$ cat config.mk
export PLATFORM = sky130hd
export DESIGN_NAME = dmem_arbiter
export DESIGN_NICKNAME = d
export VERILOG_FILES = /design/src/rtl/dmem_arbiter.sv
export SDC_FILE = /design/constraint.sdc
export NUM_CORES = 1
export LEC_CHECK = 0
export CAP_MARGIN = 20
export CORE_MARGIN = 2
export CORE_UTILIZATION = 37
export CTS_BUF_LIST = sky130_fd_sc_hd__clkbuf_8
export CTS_CLUSTER_DIAMETER = 200
export DETAILED_ROUTE_END_ITERATION = 10
export GPL_TIMING_DRIVEN = 0
export PLACE_DENSITY = 0.91
export SETUP_SLACK_MARGIN = 0.2
export SYNTH_ARGS = -nofsm -noshare
export SYNTH_HDL_FRONTEND = slang
export SYNTH_SLANG_ARGS = --single-unit
$ cat constraint.sdc
create_clock -name clk -period 1.8 [get_ports clk]
set_clock_uncertainty 0.05 [all_clocks]
set_input_delay 0.36 -clock clk [delete_from_list [all_inputs] [get_ports clk]]
set_output_delay 0.36 -clock clk [all_outputs]
set_load 0.05 [all_outputs]
$ cat src/rtl/dmem_arbiter.sv
// Two-requester arbiter/sequencer for the single-port 64K x 32 data memory.
// CPU has fixed priority; DMA is guaranteed a grant after MAX_WAIT lost arbitrations.
module dmem_arbiter #(
  parameter logic [31:0] ADDR_MAX = 32'd65535,
  parameter int unsigned MAX_WAIT = 8
) (
  input  logic        clk,
  input  logic        rst_n,
  input  logic        cpu_req,
  input  logic        cpu_we,
  input  logic [31:0] cpu_addr,
  input  logic [31:0] cpu_wdata,
  output logic        cpu_gnt,
  output logic        cpu_rvalid,
  output logic [31:0] cpu_rdata,
  output logic        cpu_err,
  input  logic        dma_req,
  input  logic        dma_we,
  input  logic [31:0] dma_addr,
  input  logic [31:0] dma_wdata,
  output logic        dma_gnt,
  output logic        dma_rvalid,
  output logic [31:0] dma_rdata,
  output logic        dma_err,
  output logic [31:0] mem_read_address,
  output logic [31:0] mem_write_address,
  output logic        mem_write_enable,
  output logic [31:0] mem_data_in,
  input  logic [31:0] mem_data_out
);

  localparam logic [7:0] LP_MAX_WAIT = 8'(MAX_WAIT);

  typedef enum logic {
    S_IDLE,
    S_ACCESS
  } state_t;

  state_t      r_state;
  state_t      w_state_nxt;

  logic [7:0]  r_wait_cnt;
  logic        r_owner;
  logic        r_we;
  logic [31:0] r_addr;
  logic [31:0] r_wdata;
  logic        r_cpu_gnt;
  logic        r_dma_gnt;
  logic        r_mem_we;
  logic        r_cpu_rvalid;
  logic        r_dma_rvalid;
  logic        r_cpu_err;
  logic        r_dma_err;
  logic [31:0] r_cpu_rdata;
  logic [31:0] r_dma_rdata;

  logic        w_dma_win;
  logic        w_cpu_win;
  logic        w_sel_we;
  logic [31:0] w_sel_addr;
  logic [31:0] w_sel_wdata;
  logic        w_in_range;
  logic [31:0] w_rd_data;

  always_comb begin
    w_dma_win   = dma_req && (!cpu_req || (r_wait_cnt >= LP_MAX_WAIT));
    w_cpu_win   = cpu_req && !w_dma_win;
    w_sel_we    = w_dma_win ? dma_we    : cpu_we;
    w_sel_addr  = w_dma_win ? dma_addr  : cpu_addr;
    w_sel_wdata = w_dma_win ? dma_wdata : cpu_wdata;
    w_in_range  = (r_addr <= ADDR_MAX);
    w_rd_data   = (!r_we && w_in_range) ? mem_data_out : '0;
  end

  always_comb begin
    w_state_nxt = r_state;
    case (r_state)
      S_IDLE:   if (w_dma_win || w_cpu_win) w_state_nxt = S_ACCESS;
      S_ACCESS: w_state_nxt = S_IDLE;
      default:  w_state_nxt = S_IDLE;
    endcase
  end

  always_ff @(posedge clk or negedge rst_n) begin
    if (!rst_n) r_state <= S_IDLE;
    else        r_state <= w_state_nxt;
  end

  always_ff @(posedge clk or negedge rst_n) begin
    if (!rst_n) begin
      r_wait_cnt   <= '0;
      r_owner      <= 1'b0;
      r_we         <= 1'b0;
      r_addr       <= '0;
      r_wdata      <= '0;
      r_cpu_gnt    <= 1'b0;
      r_dma_gnt    <= 1'b0;
      r_mem_we     <= 1'b0;
      r_cpu_rvalid <= 1'b0;
      r_dma_rvalid <= 1'b0;
      r_cpu_err    <= 1'b0;
      r_dma_err    <= 1'b0;
      r_cpu_rdata  <= '0;
      r_dma_rdata  <= '0;
    end else begin
      r_cpu_gnt    <= 1'b0;
      r_dma_gnt    <= 1'b0;
      r_mem_we     <= 1'b0;
      r_cpu_rvalid <= 1'b0;
      r_dma_rvalid <= 1'b0;
      r_cpu_err    <= 1'b0;
      r_dma_err    <= 1'b0;
      if (r_state == S_IDLE) begin
        // dma_req high without a DMA win can only mean the CPU won
        if (!dma_req || w_dma_win)   r_wait_cnt <= '0;
        else if (r_wait_cnt != 8'hFF) r_wait_cnt <= r_wait_cnt + 8'd1;
        if (w_dma_win || w_cpu_win) begin
          r_owner   <= w_dma_win;
          r_we      <= w_sel_we;
          r_addr    <= w_sel_addr;
          r_wdata   <= w_sel_wdata;
          r_cpu_gnt <= w_cpu_win;
          r_dma_gnt <= w_dma_win;
          r_mem_we  <= w_sel_we && (w_sel_addr <= ADDR_MAX);
        end
      end else begin
        if (r_owner) begin
          r_dma_rdata  <= w_rd_data;
          r_dma_rvalid <= !r_we;
          r_dma_err    <= !w_in_range;
        end else begin
          r_cpu_rdata  <= w_rd_data;
          r_cpu_rvalid <= !r_we;
          r_cpu_err    <= !w_in_range;
        end
      end
    end
  end

  assign cpu_gnt           = r_cpu_gnt;
  assign dma_gnt           = r_dma_gnt;
  assign cpu_rvalid        = r_cpu_rvalid;
  assign dma_rvalid        = r_dma_rvalid;
  assign cpu_err           = r_cpu_err;
  assign dma_err           = r_dma_err;
  assign cpu_rdata         = r_cpu_rdata;
  assign dma_rdata         = r_dma_rdata;
  assign mem_read_address  = r_addr;
  assign mem_write_address = r_addr;
  assign mem_data_in       = r_wdata;
  assign mem_write_enable  = r_mem_we;

endmodule

# After elaboration in Yosys (flattened, before gate mapping)
# Index checks and enable logic that the tools add are counted.
# W data, S select, Z words.
# word_totals
register_bits	146
input_bits	166
out_inout_bits	167
wordCells	61
# op_classes
addsub	1
order_cmp	3
eq_ne	1
mux	22
n_bitwise	2
reduce_logical	17
# ops
op	count
$mux W32	3
$le A32 B16 Y1 const B	2
$mux W1	16
$mux W8	2
$add A8 B1 Y8 const B	1
$ge A8 B4 Y1 const B	1
$ne A8 B8 Y1 const B	1
$reduce_and A2 Y1	4
$logic_not A1 Y1	5
$logic_and A1 B1 Y1	4
$logic_or A1 B1 Y1	3
$not A1 Y1	2
$pmux W1 S2	1
$reduce_bool A2 Y1	1

# Depth between registers and ports, before layout
# Gate-level depths: netlist of the first run.
# logic_depth
depth_word	8
depth_mapped	7
depth_no_buf	4

# Worst setup path before layout of the first run
# No wires, ideal clock.
# synth_timing
path_kind	register -> register
from	register r_wait_cnt[4]
to	register r_wdata[0], in the netlist mem_data_in[0]
setup_time_ps	132
arrival_ps	1688
required_time_ps	1618
setup_slack_ps	-70
stages_incl_launch_ff	7
path_buffers	2
period_less_slack_ps	1870
cell_sequence	dfrtp_1 or4b_4 o31ai_4 buf_6 buf_8 mux2i_1 o21ai_1
# synth_between
elab_chain_len	7
elab_cells_between_ends	8
classes_between	1 x order compare; 1 x mux; 6 x reduce/logical
# synth_lines
element	line	source
start, declared	42	logic [7:0] r_wait_cnt;
start signal, assigned	116	else if (r_wait_cnt != 8'hFF) r_wait_cnt <= r_wait_cnt + 8'd1;
$ge A8 B4 Y1 (*)	66	w_dma_win = dma_req && (!cpu_req || (r_wait_cnt >= LP_MAX_WAIT));
$logic_or A1 B1 Y1 (*)	66	
$logic_and A1 B1 Y1 (*)	66	
$logic_not A1 Y1	67	w_cpu_win = cpu_req && !w_dma_win;
$logic_and A1 B1 Y1	67	
$logic_or A1 B1 Y1	117	if (w_dma_win || w_cpu_win) begin
$reduce_and A2 Y1 (no line)	--	
end signal, assigned	121	r_wdata <= w_sel_wdata;
end, declared	46	logic [31:0] r_wdata;
# Every way passes the cells marked *; elsewhere a longest branch is shown, timed or not.
# A chain may end at the register's enable or synchronous reset.

# Worst setup path after layout of the first run
# layout_timing
from	register r_wait_cnt[5]
to	register r_wdata[29], in the netlist mem_data_in[29]
# Same word-level chain as after synthesis.

==> run_results.csv, run 1 <==
group,metric,value,unit
die,start_util,37.5,%
cts,cts_tree,"yes",
yosys,ys_top_cells_by_area,"dfrtp_1 57%, mux2i_1 10%, nand2_1 9.6%",
finish,synthToLayoutAreaGrowth,74.3,%
yosys,synth_nets,808,
critical_path,cp_cell_sequence,"or4b_4 -> o31ai_4 -> buf_12 -> buf_12 -> mux2i_1 -> o21ai_1",
place,hpwl,16600,µm
sta,finalCriticalPeriod,2.10,ns
finish,layout_commonest_cell,"clkdlybuf4s50_1",
cts,cts_max_level,4,
critical_path,start_kind,"flop",
die,rows,48,
pwr,powerDensity,950,nW/µm²
drt,drcViolationCount,0,
critical_path,worstSetupEndpointType,"flop",
drt,antenna_left,0,
critical_path,required,2.05,ns
sta,hold_viol_final,0,
sta,setup_ws,-0.296,ns
drt,drt_iter0_markers,281,
global_route,grt_pass1_wl,35300,µm
flow_run,cap_violations,0,
yosys,netlist.area_leader.share,56.7,%
yosys,synth_seq_cells,146,
outcome,failed_checks,"setup timing",
sta,fmax,0.477,GHz
yosys,yosysTopAreaCell,"dfrtp_1",
cts,path_clk_slew,0.09,ns
sta,worstMarginPinSlew,0.721,ns
finish,fill_cells,1252,
yosys,postSynthAreaPerCell,10.1,µm²
place,place_congestion,0.824,
sta,rsz0062_at_grt,"true",
finish,drive_gt1_share,38.6,%
drt,highest_layer,"met4",
cts,clock-sinks,146,
drt,viasPerCell,5.11,
critical_path,critical_path.top_delay_family,"simple AND/OR/NAND/NOR gates",
yosys,netlist_area,6440,µm²
global_route,grt-ovfl-total,0,
die,core_area,17200,µm²
drt,route.met2.wl,12600,µm
sta,holdWs,0.419,ns
finish,layout.nets,1203,
sta,finalSetupTns,-18.51,ns
yosys,seq_area_frac_synth,56.7,%
sta,maxSlewHeadroom,51.2,%
die,dieWidth,136,µm
place,portBuffers,332,
critical_path,cp_data_arrival_time,2.35,ns
drt,wl_met1,8650,µm
place,dp_worst_setup_slack,-1.30,ns
sta,slew_viol_final,0,
global_route,antenna_found_initial,0,
finish,diodes,0,
outcome,status,"complete, but fails checks",
drt,post_drt_wl_per_cell,18.9,µm
global_route,grt_usage,24.8,%
cts,insertion_delay,0.43,ns
drt,wl,24000,µm
die,io_pins,333,
global_route,grt_max_degree,80,
critical_path,path_class,"reg -> reg",
pwr,ir_worst_vdd,573,µV
yosys,synth_warnings,0,
die,fp.dieArea,18500,µm²
worst_hold_path,hp-class,"in -> async",
sta,period_share,116,%
drt,routed-wl-met3,1990,µm
cts,cts.path.max_buffers,2,
finish,mostFrequentLayoutCells,"164 x clkdlybuf4s50_1, 163 x nand2_1, 136 x dfrtp_1",
global_route,first_global_vias,6661,
die,die_y,136,µm
critical_path,crit_slowest_cell,"or4b_4",
cts,root_buffer,"clkbuf_8",
drt,drtPass1Iterations,5,
drt,num_vias,6501,
cts,cts_made_buffers,17,
critical_path,cpMostUsedCell,"buf_12",
yosys,synth.distinct_cells,33,
pwr,power,10.7,mW
yosys,synthCells,640,
pwr,p_leak,5.54,nW
critical_path,critical_path.max_stage_delay,0.56,ns
critical_path,path_buf_inv,2,
sta,finalSetupViolCount,130,
critical_path,worst-path-max-fanout,10,
per-stage QoR:
stage               util (%)  cells  area, µm²
floorplan                  -    640       6450
global placement        58.6   1197      10100
detailed placement      58.7   1198      10100
CTS                     62.5   1259      10700
global route            65.4   1273      11200
finish                  65.4   1273      11200
synth_stat cells (all sizes together):
cell type and number:
and2 1, clkbuf 31, nor2b 1, nor2 15, o21bai 1, nand2b 1
nor4b 4, o21ai 132, nand4 1, or3 2, buf 41, nor3 2
nor3b 1, dfrtp 146, a21oi 1, a21o 2, inv 5, nand3b 1
or4b 2, nand2 164, nor4 8, ha 2, o31ai 1, or2 1
a31oi 4, nand3 2, mux2i 65, and4 2, and3 1
per-layer routing:
layer	vias up	track usage, %
li1	2932	-
met1	3171	27.7
met5	-	0
met3	59	7.83
met4	0	10.6
met2	339	43.6
flip-flops by register name, summed over array words and instances, names as in the netlist, 8 cells and up:
| register | cells |
|---|---|
| cpu_rdata | 32 |
| mem_data_in | 32 |
| mem_read_address | 32 |
| r_wait_cnt | 8 |
| dma_rdata | 32 |
kinds of logic (layout without fill, tap and decap cells):
family	Yosys count	after routing	synth area share, %
AND/OR/NAND/NOR	209	209	13.8
flip-flops	146	146	56.7
AO/OA/AOI/OAI	141	141	11.4
buffers and inverters	77	485	7.63
multiplexers	65	65	10.1
adder cells (fa/ha/maj)	2	2	0.388
layout make-up:
type	instances	area (µm²)	area share [%]
Buffer	71	728	6.48
Clock buffer	17	234	2.08
Clock inverter	15	146	1.30
Inverter	5	18.8	0.167
Multi-Input combinational cell	417	2760	24.6
Sequential cell	146	3670	32.6
Tap cell	225	282	2.51
Timing Repair Buffer	377	3400	30.2
path summary, 6_finish.rpt:
path / startpoint / endpoint / slack (ns) / cells after the start
setup reg to reg: r_wait_cnt[5]$_DFFE_PN0P_ / mem_data_in[29]$_DFFE_PN0P_ / -0.30 / 6
min in group clk: dma_rdata[6]$_DFFE_PN0P_ / dma_rdata[6]$_DFFE_PN0P_ / 0.43 / 2
setup / recovery: r_wait_cnt[5]$_DFFE_PN0P_ / mem_data_in[29]$_DFFE_PN0P_ / -0.30 / 6
hold / removal: rst_n / cpu_rdata[4]$_DFFE_PN0P_ / 0.42 / 2
hold reg to reg: dma_rdata[6]$_DFFE_PN0P_ / dma_rdata[6]$_DFFE_PN0P_ / 0.43 / 2
max in group asynchronous: rst_n / mem_data_in[30]$_DFFE_PN0P_ / 0.46 / 3
repair_timing:
item | 4_1_cts | 5_1_grt
hold endpoints to repair | 67 | 0
pin swaps | 34 | 10
resized for setup | 1065 | 149
setup endpoints to repair | 313 | 198
setup buffers | 22 | 14
cloned | 7 | 0
hold buffers | 1 | 0
power breakdown:
part | internal, mW | switching, mW | total, mW
Clock | 1.13 | 1.41 | 2.55
Sequential | 3.59 | 0.288 | 3.88
Combinational | 1.57 | 2.67 | 4.24
Power figures use the tool's default switching activity.
==> inputs of run 2 (changes only) <==
- ABC_AREA: default -> 1
- MAX_ROUTING_LAYER: default -> met4
==> run 2 against run 1 <==
Compared with the run above: the flow now finishes without violations; core utilization increased by 2.8 points; cell area increased by 4.2%; sequential power increased by 2%; non-clock buffer count increased by 9; synthesized cell count increased by 17%; worst hold slack got worse by 0.0039 ns; power increased by 5.4%; register-to-register slack improved by 0.30 ns; critical path depth increased by 4; largest cell class unchanged.
==> run_results.csv, run 2 <==
group,metric,value,unit
sta,maxSlewHeadroom,54.5,%
die,start_util,37.7,%
drt,viasPerCell,5.23,
drt,antenna_left,0,
critical_path,cp_data_arrival_time,2.13,ns
drt,drtPass1Iterations,6,
cts,cts.path.max_buffers,2,
critical_path,critical_path.max_stage_delay,0.43,ns
global_route,grt-ovfl-total,0,
die,dieWidth,136,µm
place,numPlacedInstances,1308,
sta,rsz0062_at_grt,"true",
global_route,grt_max_degree,77,
yosys,synth_nets,918,
critical_path,cpMostUsedCell,"buf_6",
critical_path,path_class,"reg -> reg",
finish,layout.nets,1317,
critical_path,worstSetupEndpointType,"flop",
yosys,synthCells,750,
pwr,power,11.2,mW
yosys,synth_warnings,0,
yosys,synth.distinct_cells,26,
drt,drt_iter0_markers,562,
finish,fin_util,68.1,%
critical_path,worst-path-max-fanout,7,
sta,worstMarginPinSlew,0.682,ns
place,portBuffers,332,
critical_path,crit_slowest_cell,"dfrtp_2",
die,core_area,17200,µm²
drt,wl,27100,µm
pwr,p_leak,5.54,nW
cts,cts_max_level,4,
yosys,yosysTopAreaCell,"dfrtp_1",
die,die_y,136,µm
die,fp.dieArea,18600,µm²
yosys,synth_common_cells,"246 x nand2_1, 146 x dfrtp_1, 90 x nor2_1, 71 x o21ai_0, 44 x buf_4",
drt,drcViolationCount,0,
finish,mostFrequentLayoutCells,"212 x nand2_1, 163 x clkdlybuf4s50_1, 130 x dfrtp_1",
worst_hold_path,hold_depth,3,
sta,hold_viol_final,0,
yosys,synth_edf_count,0,
yosys,synth_seq_cells,146,
yosys,ys_top_cells_by_area,"dfrtp_1 56%, nand2_1 14%, o21ai_0 5.5%",
place,hpwl,17400,µm
yosys,netlist.area_leader.share,56.4,%
finish,drive_gt1_share,39.8,%
critical_path,start_kind,"flop",
yosys,synthFlopType,"dfrtp_1",
critical_path,required,2.13,ns
global_route,grt_pass1_wl,35400,µm
critical_path,cp_cell_sequence,"nor2_1 -> nand2_1 -> nor4_2 -> nand2_2 -> nor2_4 -> buf_12 -> buf_6 -> buf_6 -> nand2_4 -> o21ai_1",
worst_hold_path,hp-class,"in -> reg",
sta,period_share,99.9,%
flow_run,cap_violations,0,
cts,root_buffer,"clkbuf_8",
place,place_congestion,0.903,
sta,finalCriticalPeriod,1.80,ns
global_route,antenna_found_initial,1,
cts,insertion_delay,0.45,ns
cts,clock-sinks,146,
cts,cts_tree,"yes",
global_route,grt_usage,25.8,%
sta,slew_viol_final,0,
yosys,postSynthAreaPerCell,8.63,µm²
yosys,seq_area_frac_synth,56.4,%
finish,fin_cells,1388,
die,rows,48,
sta,finalSetupViolCount,0,
sta,fmax,0.556,GHz
pwr,powerDensity,960,nW/µm²
cts,path_clk_slew,0.09,ns
yosys,ys_async_sr_fraction,100,%
die,io_pins,333,
cts,cts_made_buffers,17,
finish,synthToLayoutAreaGrowth,80.8,%
critical_path,r2r_cells,10,
pwr,ir_worst_vdd,699,µV
yosys,netlist_area,6470,µm²
outcome,status,"finished, final reports clean",
global_route,first_global_vias,6777,
finish,layout_commonest_cell,"nand2_1",
drt,num_vias,7255,
drt,post_drt_wl_per_cell,19.5,µm
yosys,synth.most_common_cell,"nand2_1",
## run 2: area by class of cell
type,instances,area (µm²)
clock inverters,15,148
well taps,225,282
plain buffers,77,779
fillers,1253,5470
multi-input cells,498,3000
diodes,1,2.50
flip-flops and latches,146,3670
clock buffers,17,234
repair buffers,380,3470
inverters,29,124
## run 2: critical path, delay by kind of cell, from the launching register on
kind / cells / cell delay, ns
simple gates: 6 / 0.77
buf+inv: 3 / 0.35
flops: 1 / 0.43
compound gates: 1 / 0.12
## run 2: cells by family (layout without fill, tap and decap cells)
kind of cell / after synthesis / count (layout) / share of synthesized area [%]
AO/OA/AOI/OAI: 137 / 137 / 12.0
adder cells (fa/ha/maj): 2 / 2 / 0.386
buffers and inverters: 107 / 518 / 9.51
flip-flops: 146 / 146 / 56.4
other: 0 / 1 / 0
AND/OR/NAND/NOR: 358 / 359 / 21.7
## run 2: through the flow
step	TNS, ns	worst slack, ns	instance area [µm²]	hold WS (ns)
after floorplan	0	0.206	6480	0.0144
after global placement	-806.54	-5.85	10100	0.396
after detailed placement	-31.28	-0.598	10100	0.352
after CTS	0	0.00360	10200	0.391
after global routing	-2.14	-0.0766	11700	0.415
final	0	0.00152	11700	0.416
## run 2: what timing repair did
item | CTS | global route
resized for setup | 923 | 386
endpoints found under the hold margin | 70 | 0
cloned | 3 | 12
endpoints found under the setup margin | 303 | 191
pin swaps | 2 | 19
buffers inserted | 10 | 22
hold buffers | 1 | 0
## run 2: power breakdown
| part | internal (mW) | total (mW) | switching [mW] | leakage (nW) |
|---|---|---|---|---|
| Combinational | 1.90 | 4.75 | 2.86 | 3.49 |
| Sequential | 3.59 | 3.97 | 0.376 | 1.86 |
| Clock | 1.13 | 2.52 | 1.39 | 0.186 |
| Total | 6.62 | 11.2 | 4.62 | 5.54 |
## run 2: worst paths after layout
path / start / endpoint / slack, ns
setup / recovery: mem_read_address[18]$_DFFE_PN0P_ / cpu_rdata[0]$_DFFE_PN0P_ / 0.002
hold / removal: cpu_wdata[15] / mem_data_in[15]$_DFFE_PN0P_ / 0.42
setup reg to reg: mem_read_address[18]$_DFFE_PN0P_ / cpu_rdata[0]$_DFFE_PN0P_ / 0.002
hold reg to reg: dma_rdata[3]$_DFFE_PN0P_ / dma_rdata[3]$_DFFE_PN0P_ / 0.43
max in group asynchronous: rst_n / mem_read_address[22]$_DFFE_PN0P_ / 0.44
min in group asynchronous: rst_n / mem_read_address[29]$_DFFE_PN0P_ / 0.44
## run 2: metal layers
metal  global-route usage (%)  vias up  share of wire [%]
met2                     41.8      401                 51
met4                     13.1        0                4.6
li1                         -     3212                  -
met5                        -        -                  0
met3                     5.44       96                7.0
met1                     30.4     3546                 37
==> inputs of run 3 (changes only) <==
- ABC_AREA: 1 -> 0
- MAX_ROUTING_LAYER: met4 -> default
- TNS_END_PERCENT: default -> 30
==> run 3 against run 2 <==
Compared with the run above: the flow now finishes with violations (setup timing); cell count decreased by 9.4%; non-clock buffer count fell by 25; maximum frequency down 15%; sequential power shrank 2%; critical path depth decreased by 3; clock power is 8% higher; via count is 13% lower; highest routed layer unchanged.
==> run_results.csv, run 3 (synthesis results as in run 1) <==
group,metric,value,unit
outcome,status,"complete, but fails checks",
cts,root_buffer,"clkbuf_8",
drt,drt_iter0_markers,225,
critical_path,worst-path-max-fanout,8,
drt,post_drt_wl_per_cell,18.4,µm
critical_path,required,2.07,ns
critical_path,cp_data_arrival_time,2.39,ns
die,die_y,136,µm
cts,cts_tree,"yes",
critical_path,critical_path.top_delay_family,"buffers and inverters",
cts,cts.path.max_buffers,2,
drt,num_vias,6339,
global_route,grt-ovfl-total,0,
finish,fill_cells,1394,
drt,drtPass1Iterations,4,
worst_hold_path,hold_depth,2,
drt,wl,23100,µm
critical_path,crit_slowest_cell,"clkdlybuf4s50_1",
drt,drcViolationCount,0,
pwr,power,10.6,mW
finish,synthToLayoutAreaGrowth,65.2,%
die,dieWidth,136,µm
critical_path,path_class,"in -> reg",
pwr,netSwitchingFraction,40.2,%
finish,multi_input_area,2550,µm²
finish,layout.nets,1187,
cts,cts_made_buffers,17,
critical_path,start_kind,"input port",
sta,hold_viol_final,0,
place,numPlacedInstances,1198,
pwr,p_seq_share,36.6,%
global_route,grt_max_degree,78,
place,portBuffers,332,
cts,clock-sinks,146,
die,start_util,37.5,%
pwr,ir_worst_vdd,524,µV
die,io_pins,333,
outcome,failed_checks,"setup timing",
place,place_congestion,0.854,
global_route,first_global_vias,6465,
die,core_area,17200,µm²
critical_path,worstSetupEndpointType,"flop",
sta,finalSetupViolCount,118,
sta,maxSlewHeadroom,51.1,%
cts,path_clk_slew,0.09,ns
critical_path,cp_cell_sequence,"clkdlybuf4s50_1 -> or4b_4 -> o31ai_4 -> buf_12 -> buf_12 -> mux2i_4 -> o21ai_1",
critical_path,path_buf_inv,3,
die,rows,48,
critical_path,cpMostUsedCell,"buf_12",
cts,cts_max_level,4,
finish,drive_gt1_share,32.6,%
pwr,internal_power,6.34,mW
critical_path,critical_path.max_stage_delay,0.54,ns
finish,regArea,3660,µm²
global_route,antenna_found_initial,0,
sta,worstMarginPinSlew,0.734,ns
finish,diodes,0,
sta,period_share,118,%
sta,finalSetupTns,-19.62,ns
pwr,p_sw,4.26,mW
global_route,grt_usage,23.3,%
finish,fin_cells,1257,
critical_path,r2r_cells,6,
pwr,powerDensity,996,nW/µm²
pwr,p_leak,5.25,nW
sta,slew_viol_final,0,
drt,viasPerCell,5.04,
die,fp.dieArea,18500,µm²
flow_run,cap_violations,0,
sta,finalCriticalPeriod,2.12,ns
pwr,power_frac_comb,37.8,%
pwr,clkPwrFrac,25.6,%
place,hpwl,16600,µm
cts,insertion_delay,0.44,ns
finish,fin_util,62.0,%
critical_path,cp.depth,7,
global_route,grt_pass1_wl,33200,µm
sta,rsz0062_at_grt,"true",
sta,setup_ws,-0.317,ns
finish,mostFrequentLayoutCells,"164 x nand2_1, 164 x clkdlybuf4s50_1, 141 x dfrtp_1",
drt,antenna_left,0,
worst_hold_path,hp-class,"reg -> reg",
sta,fmax,0.472,GHz
-- run 3: through the flow --
stage | setup slack [ns] | hold WS (ns) | instance area (µm²)
after detailed placement | -1.20 | 0.393 | 10100
after floorplan | -0.0547 | 0.0144 | 6440
after CTS | -0.324 | 0.415 | 10300
after global routing | -0.359 | 0.431 | 10600
final | -0.317 | 0.434 | 10600
after global placement | -5.36 | 0.410 | 10000
-- run 3: worst paths after layout --
| check | slack, ns | start | to |
|---|---|---|---|
| max | -0.32 | cpu_req | mem_read_address[12]$_DFFE_PN0P_ |
| min | 0.43 | cpu_rdata[9]$_DFFE_PN0P_ | cpu_rdata[9]$_DFFE_PN0P_ |
| max in group asynchronous | 0.41 | rst_n | mem_data_in[23]$_DFFE_PN0P_ |
| min in group asynchronous | 0.48 | rst_n | cpu_rdata[4]$_DFFE_PN0P_ |
| max reg2reg | -0.30 | r_wait_cnt[5]$_DFFE_PN0P_ | mem_read_address[12]$_DFFE_PN0P_ |
| min reg2reg | 0.43 | cpu_rdata[9]$_DFFE_PN0P_ | cpu_rdata[9]$_DFFE_PN0P_ |
-- run 3: final cells by class --
class	instances	area share [%]
well taps	225	2.64
repair buffers	361	29.3
inverters	5	0.176
clock inverters	14	1.56
multi-input cells	417	24.0
plain buffers	71	5.64
clock buffers	18	2.33
flip-flops and latches	146	34.4
-- run 3: repair_timing --
action | in CTS | in global routing
hold endpoints to repair | 76 | 0
pin swaps | 4 | 17
endpoints found under the setup margin | 312 | 262
cloned | 1 | 4
resized for setup | 499 | 365
buffers inserted | 9 | 13
hold buffers | 1 | 0
-- run 3: per-layer routing --
metal	global-route usage [%]	part of all wire, %
met3	6.67	8.4
met5	0	0
met1	25.7	36
met2	41.6	52
met4	10.5	3.5
-- run 3: power by group through the flow --
stage	sequential, mW	combinational [mW]	clock, mW
finish	3.88	4.01	2.71
global route	3.92	4.21	2.91
CTS	3.85	3.81	2.76
detailed placement	3.91	3.93	0
global placement	3.91	3.88	0
floorplan	4.88	1.33	0
-- run 3: worst register-to-register path, stage by stage (launching register included) --
cell and delay [ns]:
dfrtp_1 0.39, or4b_4 0.56, o31ai_4 0.25, buf_12 0.21, buf_12 0.17, mux2i_4 0.26, o21ai_1 0.09
